==> src/rtl/alu_bitserial_seq.sv <==
// alu_bitserial_seq: bit-serial WIDTH-bit ALU, one bit position per clock, LSB first, valid/ready on both sides
// Define ALU_SEQ_ZERO_FLAG_EN to add a registered Zero flag alongside Result.
module alu_bitserial_seq #(
    parameter int WIDTH = 8
) (
    input  logic             clk,
    input  logic             rst,
    input  logic [WIDTH-1:0] A,
    input  logic [WIDTH-1:0] B,
    input  logic [2:0]       Op,
    input  logic             in_valid,
    output logic             in_ready,
    output logic [WIDTH-1:0] Result,
    output logic             CarryOut,
    output logic             out_valid,
`ifdef ALU_SEQ_ZERO_FLAG_EN
    output logic             Zero,
`endif
    input  logic             out_ready
);
    localparam int CW = $clog2(WIDTH);
    typedef enum logic [1:0] {IDLE, RUN, DONE} state_t;
    state_t state, state_n;
    logic [WIDTH-1:0] a, b, sh, res_n;
    logic [2:0] op;
    logic [CW-1:0] cnt;
    logic [2*WIDTH-1:0] acc, acc_n;
    logic c, ab, bb, bs, r, c_n, co_n, last, take, arith;
    always_comb begin
        ab = a[cnt];
        bb = b[cnt];
        arith = (op == 3'b000) || (op == 3'b001);
        bs = (op == 3'b001) ? ~bb : bb;
        c_n = (ab & bs) | (ab & c) | (bs & c);
        acc_n = bb ? acc + ({{WIDTH{1'b0}}, a} << cnt) : acc;
        r = arith ? ab ^ bs ^ c :
            (op == 3'b011) ? ab & bb :
            (op == 3'b100) ? ab | bb :
            (op == 3'b101) ? ab ^ bb : 1'b0;
        res_n = (op == 3'b010) ? acc_n[WIDTH-1:0] : {r, sh[WIDTH-1:1]};
        co_n = arith ? c_n : (op == 3'b010) ? |acc_n[2*WIDTH-1:WIDTH] : 1'b0;
        last = cnt == CW'(WIDTH-1);
        in_ready = (state == IDLE) && !rst;
        out_valid = state == DONE;
        take = in_valid && in_ready;
        state_n = (state == IDLE && take) ? RUN :
                  (state == RUN && last) ? DONE :
                  (state == DONE && out_ready) ? IDLE : state;
    end
    always_ff @(posedge clk or posedge rst)
        if (rst) state <= IDLE;
        else state <= state_n;
    // Result is loaded only on the final bit so the port never shows partial sums.
    always_ff @(posedge clk or posedge rst)
        if (rst) begin
            a <= '0;
            b <= '0;
            op <= '0;
            cnt <= '0;
            c <= 1'b0;
            acc <= '0;
            sh <= '0;
            Result <= '0;
            CarryOut <= 1'b0;
`ifdef ALU_SEQ_ZERO_FLAG_EN
            Zero <= 1'b0;
`endif
        end else if (take) begin
            a <= A;
            b <= B;
            op <= Op;
            cnt <= '0;
            c <= Op == 3'b001;
            acc <= '0;
            sh <= '0;
        end else if (state == RUN) begin
            cnt <= cnt + 1'b1;
            c <= c_n;
            acc <= acc_n;
            sh <= {r, sh[WIDTH-1:1]};
            if (last) begin
                Result <= res_n;
                CarryOut <= co_n;
`ifdef ALU_SEQ_ZERO_FLAG_EN
                Zero <= res_n == '0;
`endif
            end
        end
endmodule
==> config.mk <==
export PLATFORM = sky130hd
export DESIGN_NAME = alu_bitserial_seq
export DESIGN_NICKNAME = d
export VERILOG_FILES = /design/src/rtl/alu_bitserial_seq.sv
export SDC_FILE = /design/constraint.sdc
export NUM_CORES = 1
export LEC_CHECK = 0
export ABC_AREA = 1
export CORE_ASPECT_RATIO = 1.4
export CORE_MARGIN = 5
export CORE_UTILIZATION = 53
export DETAILED_ROUTE_END_ITERATION = 12
export PLACE_DENSITY = 0.77
export SLEW_MARGIN = 25
export SYNTH_ARGS = -nofsm -noshare
export SYNTH_HDL_FRONTEND = slang
export SYNTH_SLANG_ARGS = --single-unit
==> constraint.sdc <==
create_clock -name clk -period 2.4 [get_ports clk]
set_input_delay 0.48 -clock clk [delete_from_list [all_inputs] [get_ports clk]]
set_output_delay 0.48 -clock clk [all_outputs]
set_load 0.01 [all_outputs]
==> qor.csv, run 1 <==
metric;value;unit
hold_buf cts;0;
Hold WS;0.486;ns
Port Buffers;33;
Seq cells post-synth;57;
Final Max Tran Viols;0;
Num CTS Buffers;9;
Wirelength per Cell;16.6;microns
period utilisation layout;119;%
DRT antenna net count;0;
Levels on crit path;23;
worst-path fanout max;6;
P_leak;2.93;nW
r2r startpoint;cnt[0];
DIE AREA;9350;sq um
CP max stage delay;0.47;ns
setup ws final;-0.450;ns
worst setup path class;flop to flop;
Buf+Inv Stages, Crit Path;4;
Synth Cell Area;3970;sq um
most frequent cell on the critical path;nand2_2;
register-to-register path setup slack;-0.45;ns
Slew HR;70.3;%
critical-path cell list;buf_6 > nand2_4 > o21ai_4 > inv_2 > nand2_2 > o21ai_2 > buf_4 > mux2i_1 > ha_1 > nand2_2 > inv_2 > nand2_2 > nand2_2 > nand2_2 > nand3_2 > nand2_2 > nand3_2 > nand2_2 > nand2_1 > nor2_1 > nand2_1 > nand2_1 > a21oi_2;
CP max-delay cell;dfrtp_2;
Req. time, crit path;2.64;ns
FF-to-FF End;CarryOut;
fill count;479;
Final Hold Viols;0;
Area Growth Syn to Fin;48.6;%
initial core utilization;54.3;%
final core occ;80.7;%
critical path startpoint;cnt[0];
fin cells;793;
Yosys warnings;0;
gr usage total;26.3;%
core area;7310;sq um
failing checks;setup timing;
Root Driver;clkbuf_8;
worst slew pin tran;0.442;ns
initial DRC count;334;
Clk Latency, worst-skew pair;0.35;ns
status;finished, violations left;
# clock sinks;57;
Syn Area/Cell;6.92;sq um
initial antenna violation count;0;
clock-pin slew on the worst setup and hold paths;0.07;ns
gpl congestion;0.991;
Die Ht;112;microns
Final nets;735;
Mapped Nets;618;
CTS tree;yes;
largest net degree at the start of global routing;58;
placed cells;753;
Seq/Total Area, Yosys;35.9;%
WL final;13200;microns
Peak VDD IR;0.000507;V
drt drc;0;
DPL Wire Length;8300;microns
number of inserted diodes;0;
GRT Residual Overflow;0;
layout cells sized above 1;37.8;%
startpoint types;flop;
Post-synth EDFFs;0;
I/O pins;34;
Worst Setup EP;CarryOut;
vias per std cell;5.54;
Setup violations, final;20;
fmax;351;MHz
Vias;4393;
H-tree depth;3;
Pre-antenna DRT Iters;5;
RSZ-0062 raised after global routing;true;
CP delay by family, top;simple AND/OR/NAND/NOR gates;
die width;83.1;microns
Tmin final;2.85;ns
synth unique cells;38;
Worst Path Arrival;3.09;ns
min-delay worst type;flop to flop;
via count of the first global-routing pass;4293;
CP Capture Type;flop;
Final Power;2.21;mW
first-pass GRT wire length;19800;microns
PwrDens;375;nW/um^2
row count;37;
Clock Skews;0.00739;ns
pre-CTS WS;-0.575;ns
worst r2r path cells;23;
top_reg_cell synth;dfrtp_1;
cells after synthesis;574;
CTS Buffer Depth;2;
ys async rst share;100;%
maxcap violations;0;
metrics by stage:
step | TNS [ns] | instance area, sq um
after global routing | -6.34 | 5900
after global placement | -3.92 | 4870
after CTS | -1.44 | 5420
final | -4.28 | 5900
after detailed placement | -4.94 | 4870
after floorplan | -0.0616 | 3990
layout make-up:
type	instances	area (sq um)	share of cell area, %
tap	97	121	2.06
sequential	57	1430	24.2
multi-input combinational	399	2670	45.3
clock inverter	5	30.0	0.509
clock buffer	11	151	2.57
inverter	100	385	6.53
timing repair buffer	124	1110	18.9
layout by cell type (no fill, tap or decap), types with 8 or more instances in the layout:
cell             netlist  layout
a21oi_1               15       9
buf_4                  0      71
buf_6                  1      17
clkbuf_8               0      11
clkdlybuf4s50_1        0      33
dfrtp_1               57      56
ha_1                  19      11
inv_1                 94      77
inv_2                  2      17
nand2_1              183     136
nand2_2                2      40
nand2_4                1      10
nand3_1               35      24
nand3_2                3      13
nor2_1                34      19
nor2_2                 2       8
nor2_4                 0       9
o21ai_0               45      27
o21ai_2                4      13
o22ai_1               17      10
power breakdown:
part	switching (mW)	total [mW]	leakage [nW]	internal [mW]
combinational	0.215	0.397	2.25	0.182
clock	0.407	0.831	0.0911	0.424
sequential	0.0102	0.987	0.590	0.977
total	0.632	2.21	2.93	1.58
repair_timing:
item	in CTS	in global routing
buffers inserted	17	14
setup endpoints to repair	20	21
gates cloned	0	0
gates resized for setup	80	116
hold endpoints to repair	0	0
pin swaps	33	68
worst min-delay path by stage:
| stage | start | end | slack, ns | depth (start not counted) |
|---|---|---|---|---|
| floorplan | a[5] | a[5] | 0.47 | 2 |
| global placement | Result[2] | Result[2] | 0.47 | 2 |
| detailed placement | Result[7] | Result[7] | 0.48 | 2 |
| CTS | Result[5] | Result[5] | 0.49 | 2 |
| global route | Result[5] | Result[5] | 0.53 | 2 |
| finish | Result[2] | Result[2] | 0.49 | 2 |
per-layer routing:
layer  wire length (microns)  vias to the layer above  GRT usage [%]
met2                    6730                      188           45.9
met5                       0                        -              0
met4                     787                        0           13.6
met3                     693                       75           4.77
met1                    4950                     2074           30.7
li1                        -                     2056              -
state kept, by name, indices dropped and copies added (netlist names):
signal,cells
CarryOut,1
Result,8
a,8
sh,7
c,1
op,3
state,2
acc,16
b,8
cnt,3
worst min-delay path, delay by kind of cell (launching register included):
kind,cells,cell delay [ns]
AND/OR/NAND/NOR,2,0.11
flip-flops,1,0.35
synthesized netlist by cell type, types with 3 or more instances:
cell / count / area share, %
nand3_1: 35 / 4.4
clkinv_1: 3 / 0.28
nor3_1: 5 / 0.63
o22ai_1: 17 / 2.7
nor2_1: 34 / 3.2
a21oi_1: 15 / 1.9
ha_1: 19 / 6.0
o21ai_2: 4 / 0.88
buf_2: 6 / 0.76
clkbuf_1: 7 / 0.66
inv_1: 94 / 8.9
o21ai_0: 45 / 5.7
o21ai_1: 3 / 0.38
nand3_2: 3 / 0.76
o211ai_1: 5 / 0.95
nand4_1: 3 / 0.47
nand2_1: 183 / 17
xor2_1: 4 / 0.88
dfrtp_1: 57 / 36
kinds of logic (layout without fill, tap and decap cells):
logic type | Yosys count | after routing | share of synthesized area [%]
adders and majority gates | 21 | 21 | 7.00
xor gates and xnor gates | 6 | 6 | 1.32
AOI/OAI and AO/OA | 98 | 98 | 14.6
muxes | 2 | 2 | 0.504
and+or+nand+nor | 272 | 272 | 28.4
buffers and inverters | 118 | 240 | 12.2
DFF | 57 | 57 | 35.9
No activity file was read; power rests on OpenSTA's default activity.
==> run 2: changes to the inputs <==
--- a/config.mk
+++ b/config.mk
@@ -8,9 +8,9 @@
 export ABC_AREA = 1
 export CORE_ASPECT_RATIO = 1.4
 export CORE_MARGIN = 5
-export CORE_UTILIZATION = 53
+export CORE_UTILIZATION = 47
 export DETAILED_ROUTE_END_ITERATION = 12
-export PLACE_DENSITY = 0.77
+export PLACE_DENSITY = 0.7
 export SLEW_MARGIN = 25
 export SYNTH_ARGS = -nofsm -noshare
 export SYNTH_HDL_FRONTEND = slang
==> run 2 against run 1 <==
The run still ends with setup timing left. Setup slack worse by 0.077 ns. Global-route usage decreased by 0.61 points. Utilization is 7.9 points lower. First-iteration DRC count is 3.0% lower. Cell area grew 1.1%. Largest cell class unchanged. Largest power group is now clock.
==> qor.csv, run 2 (synthesis gave the netlist of run 1 again) <==
metric;value;unit
period utilisation layout;122;%
final core occ;72.7;%
Hold WS;0.339;ns
failing checks;setup timing;
layout cells sized above 1;34.8;%
drt drc;0;
row count;39;
GRT Residual Overflow;0;
CTS tree;yes;
die width;87.7;microns
initial antenna violation count;0;
CP max-delay cell;dfrtp_2;
fmax;342;MHz
# clock sinks;57;
setup ws final;-0.526;ns
RSZ-0062 raised after global routing;true;
hold_buf cts;0;
Die Ht;119;microns
commonest non-fill, non-tap cell in the layout;nand2_1;
DRT antenna net count;0;
most frequent cell on the critical path;nand2_2;
CP max stage delay;0.46;ns
CP Capture Type;flop;
startpoint types;flop;
Levels on crit path;20;
via count of the first global-routing pass;4509;
Peak VDD IR;0.000441;V
gr usage total;25.7;%
initial DRC count;324;
Wirelength per Cell;17.4;microns
vias per std cell;5.54;
Area Growth Syn to Fin;50.2;%
gpl congestion;0.986;
CTS Buffer Depth;2;
min-delay worst type;input pin to asynchronous set/reset pin;
P_leak;3.00;nW
max reg flops;16;
Buf+Inv Stages, Crit Path;3;
Final nets;738;
DPL Wire Length;8680;microns
Clock Skews;0.00706;ns
H-tree depth;3;
worst slew pin tran;0.395;ns
PwrDens;485;nW/um^2
maxcap violations;0;
initial core utilization;48.4;%
clock-pin slew on the worst setup and hold paths;0.06;ns
worst-path fanout max;6;
Slew HR;73.5;%
most frequent cells in the layout;nand2_1 (146), inv_1 (86), buf_4 (79), dfrtp_1 (56), nand2_2 (34);
core area;8200;sq um
Port Buffers;33;
Pre-antenna DRT Iters;5;
Vias;4441;
CP delay by family, top;simple AND/OR/NAND/NOR gates;
worst r2r path cells;20;
Reg with most FFs;acc;
first-pass GRT wire length;20900;microns
I/O pins;34;
largest net degree at the start of global routing;34;
register-to-register path setup slack;-0.53;ns
Req. time, crit path;2.62;ns
worst setup path class;flop to flop;
Tmin final;2.93;ns
WL final;13900;microns
fill count;572;
Final Hold Viols;0;
Worst Path Arrival;3.15;ns
Final Max Tran Viols;0;
number of inserted diodes;0;
Clk Latency, worst-skew pair;0.34;ns
DIE AREA;10400;sq um
Root Driver;clkbuf_16;
Setup violations, final;19;
status;finished, violations left;
critical-path cell list;buf_4 > nand2_1 > o21ai_2 > o21ai_2 > o21ai_1 > ha_2 > nand2_2 > buf_4 > nor2_2 > inv_1 > nor2_4 > nand2_2 > nand3_2 > nand3_2 > nand2_2 > nand2_2 > nor2_2 > nand2_1 > nand2_1 > a21oi_2;
Num CTS Buffers;9;
run 2: worst register-to-register path, cell delays in order, from the launching register on:
cell	delay [ns]
dfrtp_2	0.46
buf_4	0.17
nand2_1	0.09
o21ai_2	0.10
o21ai_2	0.19
o21ai_1	0.12
ha_2	0.42
nand2_2	0.10
buf_4	0.14
nor2_2	0.12
inv_1	0.09
nor2_4	0.10
nand2_2	0.09
nand3_2	0.08
nand3_2	0.07
nand2_2	0.07
nand2_2	0.06
nor2_2	0.14
nand2_1	0.07
nand2_1	0.07
a21oi_2	0.06
run 2: routing by layer:
layer	track usage (%)	part of all wire (%)	wire (microns)
met1	29.0	37	5200
met2	44.1	51	7130
met3	4.11	4.5	623
met4	16.0	6.9	960
met5	0	0	0
run 2: through the flow:
step	setup slack (ns)	setup TNS (ns)	instances	total power [mW]	instance area, sq um
after floorplan	-0.0616	-0.0616	574	1.17	3990
after global placement	-0.618	-5.26	765	1.31	4920
after detailed placement	-0.687	-6.32	765	1.32	4920
after CTS	-0.411	-3.11	794	2.84	5600
after global routing	-0.653	-7.86	801	2.99	5960
final	-0.526	-5.52	801	2.89	5960
run 2: where the power goes:
| group | internal (mW) | leakage (nW) | switching [mW] | total [mW] |
|---|---|---|---|---|
| combinational | 0.181 | 2.24 | 0.211 | 0.392 |
| clock | 1.04 | 0.166 | 0.474 | 1.51 |
| sequential | 0.978 | 0.590 | 0.00988 | 0.988 |
run 2: what timing repair did:
action	CTS	global route
gates cloned	0	0
setup buffers	14	7
gates resized for setup	79	86
pin swaps	54	49
setup endpoints to repair	21	22
endpoints found under the hold margin	0	0
run 2: layout make-up:
class | count | area [sq um] | area share, %
Clock buffer | 11 | 243 | 4.07
Timing Repair Buffer | 127 | 1110 | 18.6
Inverter | 100 | 385 | 6.46
Multi-Input combinational cell | 399 | 2570 | 43.1
Tap cell | 102 | 128 | 2.14
Clock inverter | 5 | 103 | 1.72
Sequential cell | 57 | 1430 | 23.9
run 2: worst paths after layout:
check,end,startpoint
worst min register to register,Result[3],Result[3]
worst min-delay path,state[0],rst
max in group asynchronous,acc[15],rst
worst max-delay path,CarryOut,cnt[0]
min in group clk,Result[3],Result[3]
worst max register to register,CarryOut,cnt[0]
